==> src/rtl/cordic_host_link.sv <==
// Host-side master for the byte-serial CORDIC vectoring link: sends (x, y) as
// four bytes, collects the six-byte (magnitude, phase) reply, aborts on stall.
module cordic_host_link #(
    parameter int TIMEOUT_CYCLES = 1000,
    parameter int TO_W           = 16
) (
    input  logic        clk,
    input  logic        rst_n,
    input  logic        req_valid,
    output logic        req_ready,
    input  logic [15:0] req_x,
    input  logic [15:0] req_y,
    output logic        rsp_valid,
    input  logic        rsp_ready,
    output logic [15:0] rsp_mag,
    output logic [31:0] rsp_phase,
    output logic        rsp_timeout,
    output logic [7:0]  link_tx_data,
    output logic        link_tx_valid,
    input  logic        link_tx_ready,
    input  logic [7:0]  link_rx_data,
    input  logic        link_rx_valid,
    output logic        link_rx_ready,
    output logic        busy
);

    typedef enum logic [1:0] {IDLE, SEND, RECV, RESP} state_t;

    state_t          state, state_nxt;
    logic [2:0]      cnt;
    logic [TO_W-1:0] stall;
    logic [15:0]     x_q, y_q, mag_q;
    logic [31:0]     phase_q;
    logic            to_q;

    logic tx_fire, rx_fire, link_fire, stall_hit;

    // Readies are pure state decodes, so a transfer is known from state + peer valid/ready.
    assign tx_fire   = (state == SEND) && link_tx_ready;
    assign rx_fire   = (state == RECV) && link_rx_valid;
    assign link_fire = tx_fire || rx_fire;
    assign stall_hit = (stall == TO_W'(TIMEOUT_CYCLES - 1));

    // NOTE: sequential state uses non-blocking assignments and an asynchronous
    // active-low reset so every flop updates together on the edge.
    always_ff @(posedge clk or negedge rst_n) begin
        if (!rst_n) state <= IDLE;
        else        state <= state_nxt;
    end

    // NOTE: every always_comb output gets a default first so no latch is inferred.
    always_comb begin
        state_nxt = state;
        case (state)
            IDLE: if (req_valid) state_nxt = SEND;
            SEND: begin
                if (tx_fire) begin
                    if (cnt == 3'd3) state_nxt = RECV;
                end else if (stall_hit) begin
                    state_nxt = RESP;
                end
            end
            RECV: begin
                if (rx_fire) begin
                    if (cnt == 3'd5) state_nxt = RESP;
                end else if (stall_hit) begin
                    state_nxt = RESP;
                end
            end
            RESP: if (rsp_ready) state_nxt = IDLE;
            default: state_nxt = IDLE;
        endcase
    end

    always_ff @(posedge clk or negedge rst_n) begin
        if (!rst_n) begin
            cnt     <= '0;
            stall   <= '0;
            x_q     <= '0;
            y_q     <= '0;
            mag_q   <= '0;
            phase_q <= '0;
            to_q    <= 1'b0;
        end else begin
            case (state)
                IDLE: begin
                    if (req_valid) begin
                        x_q     <= req_x;
                        y_q     <= req_y;
                        mag_q   <= '0;
                        phase_q <= '0;
                        to_q    <= 1'b0;
                        cnt     <= '0;
                        stall   <= '0;
                    end
                end
                SEND, RECV: begin
                    if (link_fire) begin
                        // A transfer on the terminal stall count still wins.
                        stall <= '0;
                        if (state_nxt != state) cnt <= '0;
                        else                    cnt <= cnt + 3'd1;
                    end else if (stall_hit) begin
                        to_q    <= 1'b1;
                        mag_q   <= '0;
                        phase_q <= '0;
                        stall   <= '0;
                        cnt     <= '0;
                    end else begin
                        stall <= stall + TO_W'(1);
                    end
                end
                default: ;
            endcase

            if (rx_fire) begin
                case (cnt)
                    3'd0:    mag_q[7:0]     <= link_rx_data;
                    3'd1:    mag_q[15:8]    <= link_rx_data;
                    3'd2:    phase_q[7:0]   <= link_rx_data;
                    3'd3:    phase_q[15:8]  <= link_rx_data;
                    3'd4:    phase_q[23:16] <= link_rx_data;
                    3'd5:    phase_q[31:24] <= link_rx_data;
                    default: ;
                endcase
            end
        end
    end

    always_comb begin
        req_ready     = (state == IDLE);
        link_tx_valid = (state == SEND);
        link_rx_ready = (state == RECV);
        rsp_valid     = (state == RESP);
        busy          = (state != IDLE);
        rsp_mag       = mag_q;
        rsp_phase     = phase_q;
        rsp_timeout   = to_q;
        link_tx_data  = 8'h00;
        if (state == SEND) begin
            case (cnt[1:0])
                2'd0: link_tx_data = x_q[7:0];
                2'd1: link_tx_data = x_q[15:8];
                2'd2: link_tx_data = y_q[7:0];
                2'd3: link_tx_data = y_q[15:8];
            endcase
        end
    end

endmodule
==> config.mk <==
export PLATFORM = sky130hd
export DESIGN_NAME = cordic_host_link
export DESIGN_NICKNAME = d
export VERILOG_FILES = /design/src/rtl/cordic_host_link.sv
export SDC_FILE = /design/constraint.sdc
export NUM_CORES = 1
export LEC_CHECK = 0
export BUFFER_PORTS_ARGS = -buffer_cell sky130_fd_sc_hd__buf_2
export CAP_MARGIN = 25
export CORE_ASPECT_RATIO = 0.5
export CORE_MARGIN = 3
export CORE_UTILIZATION = 45
export DETAILED_ROUTE_END_ITERATION = 16
export PLACE_DENSITY = 0.71
export SLEW_MARGIN = 20
export SYNTH_ARGS = -nofsm -noshare
export SYNTH_HDL_FRONTEND = slang
export SYNTH_SLANG_ARGS = --single-unit
==> constraint.sdc <==
create_clock -name clk -period 2 [get_ports clk]
set_clock_uncertainty 0.05 [all_clocks]
set_input_delay 0.2 -clock clk [delete_from_list [all_inputs] [get_ports clk]]
set_output_delay 0.2 -clock clk [all_outputs]
set_load 0.02 [all_outputs]
==> metrics.md, run 1 <==
| Metric | Value |
|---|---|
| Placer Congestion | `0.856` |
| Clock Latency Late Sink | `0.35 ns` |
| Terminus of the critical flop-to-flop path | `cnt[2]` |
| Reg2Reg Setup Slack | `-0.01 ns` |
| Worst setup margin | `-0.167 ns` |
| Die Y | `77 um` |
| Area Growth Syn to Fin | `35.5%` |
| Post-synthesis xor/xnor area fraction | `0.0174` |
| Main synth FF type | `dfrtp_1` |
| CTS Buf Count | `9` |
| Dpl hpwl | `8.27 mm` |
| Post-synthesis area per instance | `12.1 sq um` |
| Largest net degree at the start of global routing | `40` |
| Slew Limit Headroom | `0.646` |
| Arr. time, crit path | `1.92 ns` |
| Synth Area in Simple Gates | `0.114` |
| Initial antenna violation count | `1` |
| First-pass GRT wire length | `19.5 mm` |
| Pwr/cell area | `1360 nW/um^2` |
| Diodes inserted | `0` |
| Util after Layout | `0.638` |
| Final worst path period share | `1.08` |
| Critical path capture point type | `output pin` |
| Clk sinks | `102` |
| Starting Density | `0.471` |
| TritonCTS clock tree | `built` |
| Via Count | `3,715` |
| Final setup vio count | `9` |
| Core area | `9630 sq um` |
| Share of cells above drive strength 1 | `0.462` |
| Gr usage total | `0.215` |
| ANT nets after route | `0` |
| WS Path Type | `flip-flop to output pin` |
| Clock share of power | `0.199` |
| Synth async-reset ratio | `1.00` |
| Placed cell count | `642` |
| Io pins | `108` |
| Rows | `25` |
| Setup crit start | `cnt[1]` |
| Synth Register Bits | `102` |
| Worst reg-to-reg path cell count | `8` |
| CP startpoint kind | `flip-flop` |
| Adder-cell share of the synthesized area | `0.0331` |
| Synth area leaders | `dfrtp_1 (56%), a22o_1 (9.7%), mux2_2 (7.9%)` |
| Congestion Overflow GR | `0` |
| Area fraction in compound gates after synthesis | `0.171` |
| CP required | `1.75 ns` |
| Share of power burned in registers | `0.341` |
| Status | `finished with violations` |
| Iteration-0 DRC Markers | `278` |
| Routed wire per std cell | `17.8 um` |
| Total number of yosys warnings | `0` |
| CTS HTree Levels | `3` |
| Leakage | `2.98 nW` |
| Synth area leader | `dfrtp_1` |
| Post-synth top cells | `dfrtp_1 (102), a22o_1 (50), mux2_2 (32)` |
| Setup TNS Final | `-0.944 ns` |
| Final #Nets | `586` |
| DR pass1 iterations | `7` |
| Mapped Nets | `434` |
| Worst Tran Pin Value | `0.531 ns` |
| Vias in the first global route | `3,728` |
| Die X | `148 um` |
| Internal | `5.20 mW` |
| Worst hold endpoint | `x_q[0]` |
| Hold depth | `2` |
| CTS max path bufs | `2` |
| Reg clk slew, reported paths | `0.07 ns` |
| EDFF count, synth | `0` |
| DRC | `0` |
| Comb pwr share | `0.460` |
| Post-synthesis instance total | `376` |
| Switching portion of total power | `0.379` |
| Sw power | `3.17 mW` |
| Sequential fraction of the synthesis area | `0.563` |
| R2R Path Start | `cnt[1]` |
| Final wirelength | `11.9 mm` |
| Peak VDD IR | `0.000773 V` |
| Library cells used by synthesis | `43` |
| Post-synthesis mux area share | `0.0794` |
| Hold Crit Class | `primary input to flip-flop` |
| Pins Over Slew Limit | `0` |
| Die area | `11,400 sq um` |
| Maximum clock rate | `0.461 GHz` |
| Final number of hold-violating endpoints | `0` |
| Mapped cell area | `4540 sq um` |
| Violated checks | `setup timing` |
| Cell with the most instances after synthesis | `dfrtp_1` |
| PortBufs | `107` |
| Hold path startpoint | `req_x[0]` |
| Final Power | `8.37 mW` |
| Area fraction of the dominant cell type after synthesis | `0.563` |
| Vias per cell | `5.56` |
| RSZ-0062 raised after global routing | `yes` |
| Crit-path max FO | `8` |
| Root Buffer | `clkbuf_16` |
| Final Non-Filler Cells | `668` |
| Max_cap viols | `0` |
| Min Tclk post-route | `2.17 ns` |
| Largest family of logic cells by synthesized area | `compound AO/OA/AOI/OAI gates` |
| Fillers | `775` |
-- cells by family after synthesis --
| kind of cell | count (synthesis) |
|---|---|
| AND/OR/NAND/NOR | 96 |
| buffers and inverters | 27 |
| flip-flops | 102 |
| multiplexers | 32 |
| adder cells (fa/ha/maj) | 12 |
| AO/OA/AOI/OAI | 98 |
| XOR/XNOR | 9 |
-- placed cells by master (no fill, tap or decap), drive strengths merged, types with 6 or more instances in the layout --
| cell | synthesis | layout |
|---|---|---|
| and2 | 11 | 11 |
| a22o | 50 | 50 |
| nor3 | 9 | 9 |
| o21ai | 17 | 17 |
| nand3 | 6 | 6 |
| mux2 | 32 | 32 |
| buf | 3 | 155 |
| clkbuf | 12 | 9 |
| nor2 | 21 | 21 |
| ha | 12 | 12 |
| nand2 | 21 | 21 |
| a222oi | 8 | 8 |
| inv | 12 | 14 |
| dfrtp | 102 | 102 |
-- flip-flops by register name (all words and copies together), names as in the netlist --
name	count
rsp_phase	32
stall	16
cnt	3
state	2
rsp_mag	16
x_q	16
y_q	16
rsp_timeout	1
-- through the flow --
stage                     instance area, sq um  hold WS [ns]  setup WS (ns)
after floorplan                           4610        -0.146       -0.00503
after global placement                    5610         0.157              0
after detailed placement                  5610         0.162        -0.0135
after CTS                                 6010        0.0108         -0.207
after global routing                      6150        0.0119         -0.270
final                                     6150        0.0254         -0.167
-- per-layer routing --
metal,GRT usage,vias to the layer above,share of wire
li1,-,1713,-
met1,0.299,1862,0.44
met2,0.322,125,0.48
met3,0.0685,13,0.068
met4,0.0654,2,0.011
met5,0,-,0.00059
-- repair_timing --
action | in CTS | in global routing
gates resized for setup | 31 | 29
gates cloned | 0 | 1
pin swaps | 20 | 22
endpoints found under the hold margin | 37 | 0
endpoints found under the setup margin | 38 | 71
hold buffers | 1 | 0
buffers inserted | 4 | 4
-- final cells by class --
class | count | area (sq um) | share of cell area
well taps | 135 | 169 | 0.0275
repair buffers | 156 | 1030 | 0.167
clock inverters | 7 | 57.6 | 0.00936
inverters | 12 | 47.5 | 0.00773
flip-flops and latches | 102 | 2560 | 0.416
clock buffers | 9 | 225 | 0.0366
multi-input cells | 247 | 2070 | 0.336
-- critical path, stage by stage, from the launching register on --
cell      delay [ns]
dfrtp_2         0.42
inv_2           0.07
ha_4            0.17
buf_12          0.13
a222oi_1        0.41
o21ai_1         0.08
and2_1          0.15
buf_6           0.13
-- power by group through the flow --
| stage | clock (mW) | combinational, mW | sequential, mW |
|---|---|---|---|
| after global placement | 0 | 3.30 | 2.86 |
| after CTS | 1.70 | 3.55 | 2.85 |
| after detailed placement | 0 | 3.35 | 2.88 |
| after global routing | 1.79 | 4.19 | 2.90 |
| final | 1.66 | 3.85 | 2.86 |
| after floorplan | 0 | 2.09 | 2.93 |
-- how the worst max path moves through the flow --
stage                                  to  slack, ns  cells after the start
after CTS                 link_tx_data[2]      -0.21                      7
after global placement           stall[7]          0                      7
final                     link_tx_data[2]      -0.17                      7
after floorplan                rsp_mag[0]     -0.005                      6
after global routing      link_tx_data[7]      -0.27                      7
after detailed placement         stall[7]      -0.01                      7
Power figures use the tool's default switching activity.
==> inputs of run 2 (changes only) <==
--- a/config.mk
+++ b/config.mk
@@ -6,7 +6,6 @@
 export NUM_CORES = 1
 export LEC_CHECK = 0
 export BUFFER_PORTS_ARGS = -buffer_cell sky130_fd_sc_hd__buf_2
-export CAP_MARGIN = 25
 export CORE_ASPECT_RATIO = 0.5
 export CORE_MARGIN = 3
 export CORE_UTILIZATION = 45
==> constraint.sdc (replaced) <==
create_clock -name clk -period 2 [get_ports clk]
set_clock_uncertainty 0.05 [all_clocks]
set_input_delay 0 -clock clk [delete_from_list [all_inputs] [get_ports clk]]
set_output_delay 0 -clock clk [all_outputs]
set_load 0.02 [all_outputs]
==> run 2 against run 1 <==
Critical endpoint is now link_tx_data[1]. Combinational power barely moved. Routed wire length grew 8.6%. Global-route usage up 1.5 points. Register-to-register slack hardly changed. Power rose by 1.4%. First-iteration DRC count rose by 10%. Flip-flop and latch count unchanged. Clock-buffer cell count is the same. The flow still finishes with violations (setup timing). Core utilization rose by 4.3 points. Sequential power about the same. Clock power grew 8%.
==> metrics.md, run 2 (synthesis gave the netlist of run 1 again) <==
| Metric | Value |
|---|---|
| Worst path slowest cell | `dfrtp_2` |
| Io pins | `108` |
| Max_cap viols | `0` |
| Pre-CTS worst setup slack | `-0.0324 ns` |
| Root Buffer | `clkbuf_16` |
| Commonest non-fill, non-tap cell in the layout | `buf_2` |
| Area Growth Syn to Fin | `44.6%` |
| CTS HTree Levels | `3` |
| Clk sinks | `102` |
| Core area | `9630 sq um` |
| Status | `finished with violations` |
| Rows | `25` |
| Diodes inserted | `0` |
| Largest delay share family, worst path | `compound AO/OA/AOI/OAI gates` |
| CTS max path bufs | `2` |
| Crit-path cells | `buf_6 -> ha_4 -> buf_8 -> a222oi_1 -> o21ai_1 -> and2_1 -> buf_6` |
| Reg clk slew, reported paths | `0.07 ns` |
| Max reg flops | `32` |
| Die X | `148 um` |
| Crit path largest cell delay | `0.43 ns` |
| First-pass GRT wire length | `20.8 mm` |
| Vias per cell | `5.51` |
| Dpl hpwl | `8.57 mm` |
| Worst setup margin | `-0.0114 ns` |
| Vias in the first global route | `3,955` |
| WS Path Type | `flip-flop to output pin` |
| Worst Tran Pin Value | `0.397 ns` |
| Final #Nets | `625` |
| Most frequent cells in the layout | `buf_2 (100), dfrtp_1 (99), a22o_1 (50), dlygate4sd3_1 (42), buf_4 (39)` |
| DR pass1 iterations | `6` |
| Routed wire per std cell | `18.3 um` |
| Leakage | `3.16 nW` |
| Starting Density | `0.471` |
| Final wirelength | `12.9 mm` |
| Min Tclk post-route | `2.01 ns` |
| Initial antenna violation count | `0` |
| Congestion Overflow GR | `0` |
| Crit-path max FO | `8` |
| Arr. time, crit path | `1.96 ns` |
| PortBufs | `107` |
| Share of cells above drive strength 1 | `0.423` |
| Slew Limit Headroom | `0.736` |
| Maximum clock rate | `0.497 GHz` |
| Worst path most repeated cell | `buf_6` |
| Die area | `11,400 sq um` |
| Worst path buffer plus inverter count | `3` |
| Iteration-0 DRC Markers | `306` |
| Final worst path period share | `1.01` |
| Pins Over Slew Limit | `0` |
| Via Count | `3,899` |
| Final number of hold-violating endpoints | `0` |
| DRC | `0` |
| Peak VDD IR | `0.000577 V` |
| Violated checks | `setup timing` |
| CP startpoint kind | `flip-flop` |
| ANT nets after route | `0` |
| Final setup vio count | `5` |
| CTS Buf Count | `9` |
| CP required | `1.95 ns` |
| Hold Crit Class | `primary input to asynchronous set/reset pin` |
| Critical path capture point type | `output pin` |
| RSZ-0062 raised after global routing | `yes` |
| Clock Latency Late Sink | `0.35 ns` |
| Gr usage total | `0.230` |
| Placer Congestion | `0.853` |
| TritonCTS clock tree | `built` |
| Pwr/cell area | `1290 nW/um^2` |
| Largest net degree at the start of global routing | `57` |
| Die Y | `77 um` |
| Setup TNS Final | `-0.0223 ns` |
[run 2: cell types whose count changed in the layout (fill, tap and decap cells not counted), moves of 2 or more]
cell           previous run  this run
buf_12                    5         3
buf_4                    41        39
clkinvlp_4                3         0
dlygate4sd3_1             1        42
inv_6                     2         4
[run 2: path summary, 6_finish.rpt]
path,startpoint,end,slack (ns),cells past startpoint
setup / recovery,cnt[1],link_tx_data[1],-0.01,7
hold / removal,rst_n,stall[10],0.02,2
setup reg to reg,stall[1],rsp_mag[5],0,8
hold reg to reg,rsp_phase[2],rsp_phase[2],0.45,1
max in group asynchronous,rst_n,cnt[1],1.19,3
min in group clk,link_tx_ready,state[1],0.14,4
[run 2: per-layer routing]
metal	track usage	vias up	routed length, um
met1	0.312	1963	5620
met2	0.382	135	6430
li1	-	1789	-
met4	0.0461	0	110
met5	0	-	0
met3	0.0537	12	774
[run 2: layout make-up]
class | count | area (sq um)
sequential | 102 | 2560
multi-input combinational | 247 | 2080
tap | 135 | 169
timing repair buffer | 195 | 1400
inverter | 12 | 47.5
clock buffer | 9 | 225
fill | 713 | 3070
clock inverter | 7 | 78.8
[run 2: timing repair]
action	CTS	global route
hold endpoints to repair	174	0
hold buffers	42	0
cloned	0	0
setup endpoints to repair	14	65
setup buffers	2	6
resized for setup	11	50
pin swaps	5	29
[run 2: through the flow]
| step | hold WS, ns | power, mW | utilization | std cells | area (sq um) |
|---|---|---|---|---|---|
| after global routing | 0.0294 | 9.00 | 0.681 | 707 | 6560 |
| after global placement | -0.158 | 6.13 | 0.578 | 641 | 5570 |
| after floorplan | -0.346 | 5.02 | - | 376 | 4610 |
| final | 0.0161 | 8.49 | 0.681 | 707 | 6560 |
| after CTS | 0.0218 | 8.12 | 0.659 | 701 | 6350 |
| after detailed placement | -0.156 | 6.21 | 0.578 | 641 | 5570 |
[run 2: power breakdown]
| group | internal [mW] | switching, mW | leakage, nW |
|---|---|---|---|
| clock network | 0.988 | 0.801 | 0.151 |
| logic | 1.75 | 2.07 | 1.67 |
| registers | 2.55 | 0.328 | 1.34 |
==> inputs of run 3 (changes only) <==
==> constraint.sdc (replaced) <==
create_clock -name clk -period 2 [get_ports clk]
set_clock_uncertainty 0.05 [all_clocks]
set_input_delay 0.1 -clock clk [delete_from_list [all_inputs] [get_ports clk]]
set_output_delay 0.1 -clock clk [all_outputs]
set_load 0.02 [all_outputs]
==> run 3 against run 2 <==
Non-clock buffer count is 7 lower. Highest routed layer unchanged. Final cell count is 0.99% lower. Worst setup slack worse by 0.13 ns. Flip-flop and latch count stayed put. The run still ends with setup timing left. Via count is 1.5% lower.
==> metrics.md, run 3 (synthesis gave the netlist of run 1 again) <==
| Metric | Value |
|---|---|
| Status | `finished with violations` |
| Worst path most repeated cell | `buf_6` |
| Core area | `9630 sq um` |
| Arr. time, crit path | `1.99 ns` |
| Io pins | `108` |
| Final worst path period share | `1.07` |
| Final #Nets | `618` |
| CTS max path bufs | `2` |
| Crit-path max FO | `8` |
| Initial antenna violation count | `0` |
| Max reg flops | `32` |
| Util after Layout | `0.679` |
| Die Y | `77 um` |
| DRC | `0` |
| TritonCTS clock tree | `built` |
| Min Tclk post-route | `2.14 ns` |
| Final Power | `8.59 mW` |
| Congestion Overflow GR | `0` |
| CTS HTree Levels | `3` |
| Final Instance Area | `6540 sq um` |
| CTS Buf Count | `9` |
| Routed wire per std cell | `18.5 um` |
| Setup TNS Final | `-0.613 ns` |
| Worst setup margin | `-0.137 ns` |
| Rows | `25` |
| CP required | `1.85 ns` |
| CP startpoint kind | `flip-flop` |
| Maximum clock rate | `0.468 GHz` |
| Worst Tran Pin Value | `0.427 ns` |
| Die area | `11,400 sq um` |
| Final setup vio count | `7` |
| Hold Crit Class | `primary input to flip-flop` |
| RSZ-0062 raised after global routing | `yes` |
| Fillers | `724` |
| Leakage | `3.13 nW` |
| Pins Over Slew Limit | `0` |
| Commonest non-fill, non-tap cell in the layout | `dfrtp_1` |
| Vias in the first global route | `4,000` |
| DR pass1 iterations | `5` |
| Placed Area | `5570 sq um` |
| Iteration-0 DRC Markers | `308` |
| First-pass GRT wire length | `20.8 mm` |
| WS Path Type | `flip-flop to output pin` |
| Pwr/cell area | `1310 nW/um^2` |
| Gr usage total | `0.232` |
| Clock Latency Late Sink | `0.35 ns` |
| Die X | `148 um` |
| Final number of hold-violating endpoints | `0` |
| Crit-path cells | `buf_6 -> ha_4 -> buf_6 -> a222oi_1 -> o21ai_1 -> and2_1 -> buf_6` |
| Vias per cell | `5.49` |
| Most frequent cells in the layout | `dfrtp_1 (100), buf_2 (98), a22o_1 (50), buf_4 (39), dlygate4sd3_1 (33)` |
| Violated checks | `setup timing` |
| Worst path slowest cell | `dfrtp_2` |
| Root Buffer | `clkbuf_16` |
| Largest net degree at the start of global routing | `57` |
| Share of cells above drive strength 1 | `0.442` |
| Slew Limit Headroom | `0.715` |
| Final wirelength | `13.0 mm` |
| Crit path largest cell delay | `0.45 ns` |
| PortBufs | `107` |
| Diodes inserted | `0` |
| Clk sinks | `102` |
| Starting Density | `0.471` |
| Reg clk slew, reported paths | `0.07 ns` |
| Area Growth Syn to Fin | `44.1%` |
| Max_cap viols | `0` |
| Placer Congestion | `0.837` |
| Via Count | `3,841` |
| ANT nets after route | `0` |
| Dpl hpwl | `8.40 mm` |
| Critical path capture point type | `output pin` |
| Peak VDD IR | `0.000840 V` |
## run 3: changes by cell type in the layout (fill, tap and decap cells not counted), sizes merged
cell         change
dlygate4sd3      -9
clkinvlp         +3
bufinv           -1
buf              +2
inv              -1
clkinv           -1
## run 3: area by class of cell
cell class	instances	area (sq um)	share of cell area
Sequential cell	102	2550	0.391
Multi-Input combinational cell	247	2140	0.327
Timing Repair Buffer	188	1350	0.207
Clock buffer	9	225	0.0344
Tap cell	135	169	0.0258
Clock inverter	7	56.3	0.00861
Inverter	12	45.0	0.00689
## run 3: metal layers
layer | wire length (um) | vias up | track usage | part of all wire
met5 | 0 | - | 0 | 0
met4 | 200 | 0 | 0.0710 | 0.015
met3 | 777 | 20 | 0.0691 | 0.060
met2 | 6380 | 128 | 0.374 | 0.49
met1 | 5590 | 1914 | 0.303 | 0.43
li1 | - | 1779 | - | -
## run 3: path summary, 6_finish.rpt
path | startpoint | to | slack, ns | cells after the start
max | cnt[0] | link_tx_data[7] | -0.14 | 7
min | link_rx_data[5] | rsp_phase[5] | 0.07 | 2
max reg2reg | state[0] | rsp_mag[7] | 0.01 | 8
min reg2reg | rsp_timeout | rsp_timeout | 0.45 | 1
max in group asynchronous | rst_n | cnt[0] | 1.08 | 3
min in group asynchronous | rst_n | stall[14] | 0.17 | 2
## run 3: power by group
| part | switching [mW] | internal (mW) | total (mW) |
|---|---|---|---|
| Combinational | 2.16 | 1.88 | 4.04 |
| Sequential | 0.312 | 2.55 | 2.86 |
| Clock | 0.825 | 0.860 | 1.69 |
## run 3: worst max-delay path, delay by kind of cell, from the launching register on
family,cells,cell delay (ns)
AO/OA/AOI/OAI,2,0.47
flip-flops,1,0.45
AND/OR/NAND/NOR,1,0.16
buffers and inverters,3,0.40
adder cells (fa/ha/maj),1,0.16
## run 3: timing repair
item / 4_1_cts / 5_1_grt
resized for setup: 44 / 31
hold endpoints to repair: 59 / 0
pin swaps: 19 / 25
hold buffers: 33 / 0
buffers inserted: 5 / 5
cloned: 0 / 0
endpoints found under the setup margin: 16 / 72
## run 3: metrics by stage
step                      cells  hold slack (ns)  setup slack, ns
after floorplan             376           -0.246         -0.00503
after global placement      641          0.00229          -0.0783
after detailed placement    641          0.00670          -0.0322
after CTS                   695           0.0465           -0.124
after global routing        700           0.0620           -0.247
final                       700           0.0736           -0.137
